`src/rtl/fp32_divider_if.sv`:
```
// Start/done handshake bundle for the iterative FP32 divider.
// The requester drives the master side and the divider implements the slave side.
interface fp32_divider_if;
  logic        start;
  logic [31:0] A;
  logic [31:0] B;
  logic        busy;
  logic        done;
  logic [31:0] quotient;

  modport master (
    output start,
    output A,
    output B,
    input  busy,
    input  done,
    input  quotient
  );

  modport slave (
    input  start,
    input  A,
    input  B,
    output busy,
    output done,
    output quotient
  );
endinterface

```
`src/rtl/fp32_divider.sv`:
```
// Iterative IEEE-754 single-precision divider: restoring division, one quotient bit per clock,
// truncating rounding and flush-to-zero denormals, matching the companion FP32 multiplier.
module fp32_divider (
  input  logic          clk,
  input  logic          rst,
  fp32_divider_if.slave div_if
);

  typedef enum logic [1:0] {StIdle, StDiv, StPack, StDone} state_e;

  localparam logic [31:0] QNaN    = 32'h7FC0_0000;
  localparam logic [4:0]  LastIter = 5'd24;

  state_e      state_q;
  logic        sign_q;
  logic [7:0]  ea_q;
  logic [7:0]  eb_q;
  logic [23:0] mb_q;
  logic [24:0] rem_q;
  logic [24:0] quo_q;
  logic [4:0]  cnt_q;
  logic [31:0] result_q;
  logic [31:0] quotient_q;
  logic        busy_q;
  logic        done_q;

  // Operand classification; exponent field 0 counts as zero regardless of mantissa.
  logic a_zero, a_inf, a_nan;
  logic b_zero, b_inf, b_nan;
  logic sign_in;

  always_comb begin
    a_zero  = (div_if.A[30:23] == 8'h00);
    b_zero  = (div_if.B[30:23] == 8'h00);
    a_inf   = (div_if.A[30:23] == 8'hFF) && (div_if.A[22:0] == 23'd0);
    b_inf   = (div_if.B[30:23] == 8'hFF) && (div_if.B[22:0] == 23'd0);
    a_nan   = (div_if.A[30:23] == 8'hFF) && (div_if.A[22:0] != 23'd0);
    b_nan   = (div_if.B[30:23] == 8'hFF) && (div_if.B[22:0] != 23'd0);
    sign_in = div_if.A[31] ^ div_if.B[31];
  end

  logic        special_hit;
  logic [31:0] special_d;

  always_comb begin
    special_hit = 1'b1;
    special_d   = 32'h0000_0000;
    if (a_nan || b_nan || (a_zero && b_zero) || (a_inf && b_inf)) begin
      special_d = QNaN;
    end else if (a_inf || b_zero) begin
      special_d = {sign_in, 8'hFF, 23'd0};
    end else if (a_zero || b_inf) begin
      special_d = {sign_in, 31'd0};
    end else begin
      special_hit = 1'b0;
    end
  end

  // Restoring step: remainder stays below 2*mB, so the shifted value always fits 25 bits.
  logic [24:0] mb_ext;
  logic        rem_ge;
  logic [24:0] rem_diff;
  logic [24:0] rem_d;

  always_comb begin
    mb_ext   = {1'b0, mb_q};
    rem_ge   = (rem_q >= mb_ext);
    rem_diff = rem_q - mb_ext;
    rem_d    = rem_ge ? (rem_diff << 1) : (rem_q << 1);
  end

  // Normalise the 25-bit quotient and range-check the biased exponent.
  logic signed [9:0] exp_d;
  logic [22:0]       mant_d;
  logic [31:0]       pack_d;

  always_comb begin
    exp_d  = $signed({2'b00, ea_q}) - $signed({2'b00, eb_q})
           + (quo_q[24] ? 10'sd127 : 10'sd126);
    mant_d = quo_q[24] ? quo_q[23:1] : quo_q[22:0];
    if (exp_d >= 10'sd255) begin
      pack_d = {sign_q, 8'hFF, 23'd0};
    end else if (exp_d <= 10'sd0) begin
      pack_d = {sign_q, 31'd0};
    end else begin
      pack_d = {sign_q, exp_d[7:0], mant_d};
    end
  end

  always_ff @(posedge clk) begin
    if (rst) begin
      state_q    <= StIdle;
      sign_q     <= 1'b0;
      ea_q       <= 8'h00;
      eb_q       <= 8'h00;
      mb_q       <= 24'h00_0000;
      rem_q      <= 25'h000_0000;
      quo_q      <= 25'h000_0000;
      cnt_q      <= 5'd0;
      result_q   <= 32'h0000_0000;
      quotient_q <= 32'h0000_0000;
      busy_q     <= 1'b0;
      done_q     <= 1'b0;
    end else begin
      done_q <= 1'b0;
      case (state_q)
        StIdle: begin
          if (div_if.start) begin
            sign_q <= sign_in;
            ea_q   <= div_if.A[30:23];
            eb_q   <= div_if.B[30:23];
            mb_q   <= {1'b1, div_if.B[22:0]};
            rem_q  <= {2'b01, div_if.A[22:0]};
            quo_q  <= 25'h000_0000;
            cnt_q  <= 5'd0;
            if (special_hit) begin
              result_q <= special_d;
              state_q  <= StDone;
            end else begin
              busy_q  <= 1'b1;
              state_q <= StDiv;
            end
          end
        end
        StDiv: begin
          rem_q <= rem_d;
          quo_q <= {quo_q[23:0], rem_ge};
          cnt_q <= cnt_q + 5'd1;
          if (cnt_q == LastIter) begin
            state_q <= StPack;
          end
        end
        StPack: begin
          result_q <= pack_d;
          state_q  <= StDone;
        end
        StDone: begin
          quotient_q <= result_q;
          done_q     <= 1'b1;
          busy_q     <= 1'b0;
          state_q    <= StIdle;
        end
        default: state_q <= StIdle;
      endcase
    end
  end

  assign div_if.busy     = busy_q;
  assign div_if.done     = done_q;
  assign div_if.quotient = quotient_q;

endmodule
```
`src/flat_wrapper.sv`:
```
// flat-port wrapper written by rule: the top's interface ports become plain ports
module fp32_divider_flat 
  (clk, rst, div_if_start, div_if_A, div_if_B, div_if_busy, div_if_done, div_if_quotient);
  fp32_divider_if div_if_i ();
  input  logic clk;
  input  logic rst;
  input wire logic [$bits(div_if_i.start)-1:0] div_if_start;
  input wire logic [$bits(div_if_i.A)-1:0] div_if_A;
  input wire logic [$bits(div_if_i.B)-1:0] div_if_B;
  output wire logic [$bits(div_if_i.busy)-1:0] div_if_busy;
  output wire logic [$bits(div_if_i.done)-1:0] div_if_done;
  output wire logic [$bits(div_if_i.quotient)-1:0] div_if_quotient;
  assign div_if_i.start = div_if_start;
  assign div_if_i.A = div_if_A;
  assign div_if_i.B = div_if_B;
  assign div_if_busy = div_if_i.busy;
  assign div_if_done = div_if_i.done;
  assign div_if_quotient = div_if_i.quotient;
  fp32_divider u_core (.clk(clk), .rst(rst), .div_if(div_if_i));
endmodule
```
`config.mk`:
```
export PLATFORM = sky130hd
export DESIGN_NAME = fp32_divider_flat
export DESIGN_NICKNAME = d
export VERILOG_FILES = /design/src/rtl/fp32_divider_if.sv /design/src/rtl/fp32_divider.sv /design/src/flat_wrapper.sv
export SDC_FILE = /design/constraint.sdc
export NUM_CORES = 1
export LEC_CHECK = 0
export ABC_AREA = 1
export CORE_MARGIN = 4
export CORE_UTILIZATION = 33
export DETAILED_ROUTE_END_ITERATION = 12
export GPL_ROUTABILITY_DRIVEN = 0
export SLEW_MARGIN = 10
export SYNTH_ARGS = -nofsm -noshare
export SYNTH_HDL_FRONTEND = slang
export SYNTH_SLANG_ARGS = --single-unit
```
`constraint.sdc`:
```
create_clock -name clk -period 4.1 [get_ports clk]
set_clock_uncertainty 0.15 [all_clocks]
set_input_delay 0.82 -clock clk [delete_from_list [all_inputs] [get_ports clk]]
set_output_delay 0.82 -clock clk [all_outputs]
set_load 0.02 [all_outputs]
```
==> impl_metrics.csv <==
group,metric,value,unit
die,num_rows,61,
yosys,synth_top_area_share,35.3,%
cts,cts_max_level,4,
cts,ctsRootBufferMaster,"clkbuf_16",
timing,whs,0.316,ns
power_and_ir_drop,power_leakage,4.44,nW
timing,fmax,0.296,GHz
finish,finish.instance_area,11200,um^2
placement,io_buffers,100,
yosys,synth_xor_area_share,1.88,%
cts,cts_tree,"done",
power_and_ir_drop,irDropWorstVdd,0.000460,V
cts,clock_latency,0.43,ns
timing,max_slew_margin,37.3,%
yosys,ys_warn_count,0,
yosys,ys_types,46,
critical_path,r2r_cells,18,
timing,setup_tns,0,ns
critical_path,crit_chain,"clkdlybuf4s50_1 > nor2_1 > nand2_1 > nor3_1 > nand3_1 > nand2_1 > nand2_1 > o21ai_0 > nand2_1 > nor2_1 > inv_1 > nand2_1 > inv_2 > buf_12 > o21ai_0 > a21oi_2",
finish,fin_nets,1517,
critical_path,path_class,"primary input to register",
critical_path,cp_slowest_stage_delay,0.52,ns
timing,hold_viol_final,0,
finish,fin_util,40.4,%
yosys,synthCells,1343,
die,die_h,176,um
critical_path,end_kind,"register",
critical_path,start_kind,"primary input",
cts,post_cts_buffers,0,
timing,fin_ws,0.725,ns
yosys,syn_area_per_cell,6.93,um^2
job,cap_violations,0,
yosys,synth_fp_nets,1452,
critical_path,cp.arrival,3.54,ns
timing,final-setup-viol-count,0,
finish,area_growth,20.7,%
yosys,yosysMostFrequentCell,"nand2_1",
yosys,synth_compound_area_share,24.3,%
min_path,min_path_type,"register to register",
yosys,synth_commonest_cells,"nand2_1 (200), a21oi_1 (196), o21ai_0 (181), dfxtp_1 (164), nor2_1 (161)",
yosys,yosys.area_share.simple,24.3,%
min_path,min_path_cells,2,
outcome,outcome,"finished, final reports clean",
power_and_ir_drop,p_per_area,872,nW/um^2
finish,diodes,0,
grt,antenna_found_initial,0,
timing,worstMarginPinSlew,0.934,ns
yosys,synth.area.top_cells,"dfxtp_1 (35%), a21oi_1 (11%), o21ai_0 (9.7%), nand2_1 (8.1%), nor2_1 (6.5%)",
die,die_area,31000,um^2
cts,clk_pin_slew_worst_paths,0.07,ns
detailed_routing,totalWireLength,24800,um
detailed_routing,first_pass_iters,5,
placement,placed_area,10600,um^2
yosys,synth_top_family_by_area,"compound AO/OA/AOI/OAI gates",
placement,dp_hpwl,17700,um
grt,grt_use_total,16.0,%
finish,drive_gt1_share,9.08,%
die,core-area,27800,um^2
yosys,ys_ff_latch,164,
grt,grt.overflow.total,0,
cts,cts_sinks,164,
critical_path,path_depth,16,
die,initial_core_util,33.5,%
yosys,synth_fa_ha_area_share,5.81,%
detailed_routing,drtAntennaViolNets,0,
timing,fin_crit,3.37,ns
yosys,yosys.area.top_type,"dfxtp_1",
yosys,ys.flop_type,"dfxtp_1",
cts,cts-resized-gates,0,
critical_path,slowest_stage,"nor3_1",
critical_path,crit_buf_inv,4,
critical_path,required,4.26,ns
detailed_routing,via_per_inst,4.92,
yosys,ys_async_sr_fraction,0,%
placement,post-place-ws,0.365,ns
detailed_routing,detail_route.wl_per_cell,13.8,um
grt,grt_pass1_vias,8270,
yosys,synthMuxAreaShare,0,%
grt,grt_pass1_wl,41100,um
detailed_routing,drt_iter0_drc,598,
timing,slew_violations,0,
timing,finalCritPeriodShare,82.3,%
detailed_routing,drc,0,
die,ios,101,
critical_path,critPathMostFrequentCell,"nand2_1",
yosys,synth_area,9310,um^2
cts,clk_path_buf_depth,2,
grt,grt_max_degree,73,
detailed_routing,vias,8860,
yosys,ys_seq_area_share,35.3,%
cts,ctsHoldBuffers,0,
timing,rsz0062_at_grt,"no",
cts,cts-buffers-inserted,17,
critical_path,critPathMaxFanout,37,
yosys,synth_edf_count,0,
die,die_w,176,um
critical_path,path_delay_family,"simple AND/OR/NAND/NOR gates",
## stage by stage
step / power (mW) / cells
6_report: 9.80 / 1799
5_1_grt: 10.7 / 1799
4_1_cts: 9.80 / 1799
3_5_place_dp: 8.05 / 1767
3_3_place_gp: 8.00 / 1767
2_1_floorplan: 6.87 / 1343
## cells in the final DEF, fill, tap and decap left out, types with 7 or more instances in the layout
cell	synthesis	layout
a21oi_1	196	196
xor2_1	11	11
nand2_2	11	12
nand3_2	26	26
inv_2	6	7
dfxtp_1	164	164
buf_4	2	16
clkbuf_16	0	17
nor2_1	161	161
xnor2_1	9	9
clkdlybuf4s50_1	0	100
nand2_1	200	199
o21ai_1	13	13
nand4_1	10	10
nand3_1	53	53
ha_1	40	40
inv_1	112	111
o21ai_0	181	181
nor3_1	13	13
a21oi_2	21	21
## path summary, 6_finish.rpt
kind,startpoint,endpoint,slack (ns)
worst max-delay path,div_if_B[16],u_core.result_q[13]$_SDFFE_PP0P_,0.73
worst min-delay path,u_core.mb_q[13]$_SDFFE_PP0P_,u_core.mb_q[13]$_SDFFE_PP0P_,0.32
worst max register to register,u_core.ea_q[0]$_SDFFE_PP0P_,u_core.result_q[2]$_SDFFE_PP0P_,0.80
worst min register to register,u_core.mb_q[13]$_SDFFE_PP0P_,u_core.mb_q[13]$_SDFFE_PP0P_,0.32
## registers in the layout (all words and copies together) (netlist names), 5 cells and up
| signal | flops |
|---|---|
| u_core.div_if.quotient | 32 |
| u_core.cnt_q | 5 |
| u_core.mb_q | 24 |
| u_core.eb_q | 8 |
| u_core.ea_q | 8 |
| u_core.rem_q | 25 |
| u_core.result_q | 32 |
| u_core.quo_q | 25 |
## kinds of logic (layout without fill, tap and decap cells)
logic type,after synthesis,count (layout)
adder cells (fa/ha/maj),42,42
AO/OA/AOI/OAI,426,426
flip-flops,164,164
XOR/XNOR,20,20
AND/OR/NAND/NOR,498,498
buffers and inverters,193,271
## routing by layer
layer / GRT usage (%) / routed length (um)
met1: 22.9 / 12800
met2: 25.5 / 10800
met3: 2.29 / 898
met4: 4.13 / 280
met5: 0 / 0
## tightest hold or removal path, delay by kind of cell, from the launching register on
family	cells	cell delay, ns
buffers and inverters	1	0.07
AO/OA/AOI/OAI	1	0.06
flip-flops	1	0.30
## area by class of cell
| cell class | count | area, um^2 |
|---|---|---|
| Fill cell | 2920 | 16500 |
| Multi-Input combinational cell | 986 | 5240 |
| Sequential cell | 164 | 3280 |
| Timing Repair Buffer | 118 | 1160 |
| Tap cell | 378 | 473 |
| Inverter | 121 | 454 |
| Clock buffer | 18 | 439 |
| Clock inverter | 14 | 183 |
## report_power, final
| part | internal, mW | switching, mW | leakage, nW |
|---|---|---|---|
| Sequential | 2.05 | 0.250 | 1.34 |
| Clock | 0.947 | 0.754 | 0.300 |
| Combinational | 1.93 | 3.86 | 2.80 |
| Total | 4.93 | 4.87 | 4.44 |
Note: power is estimated with default switching activity, not from simulation.
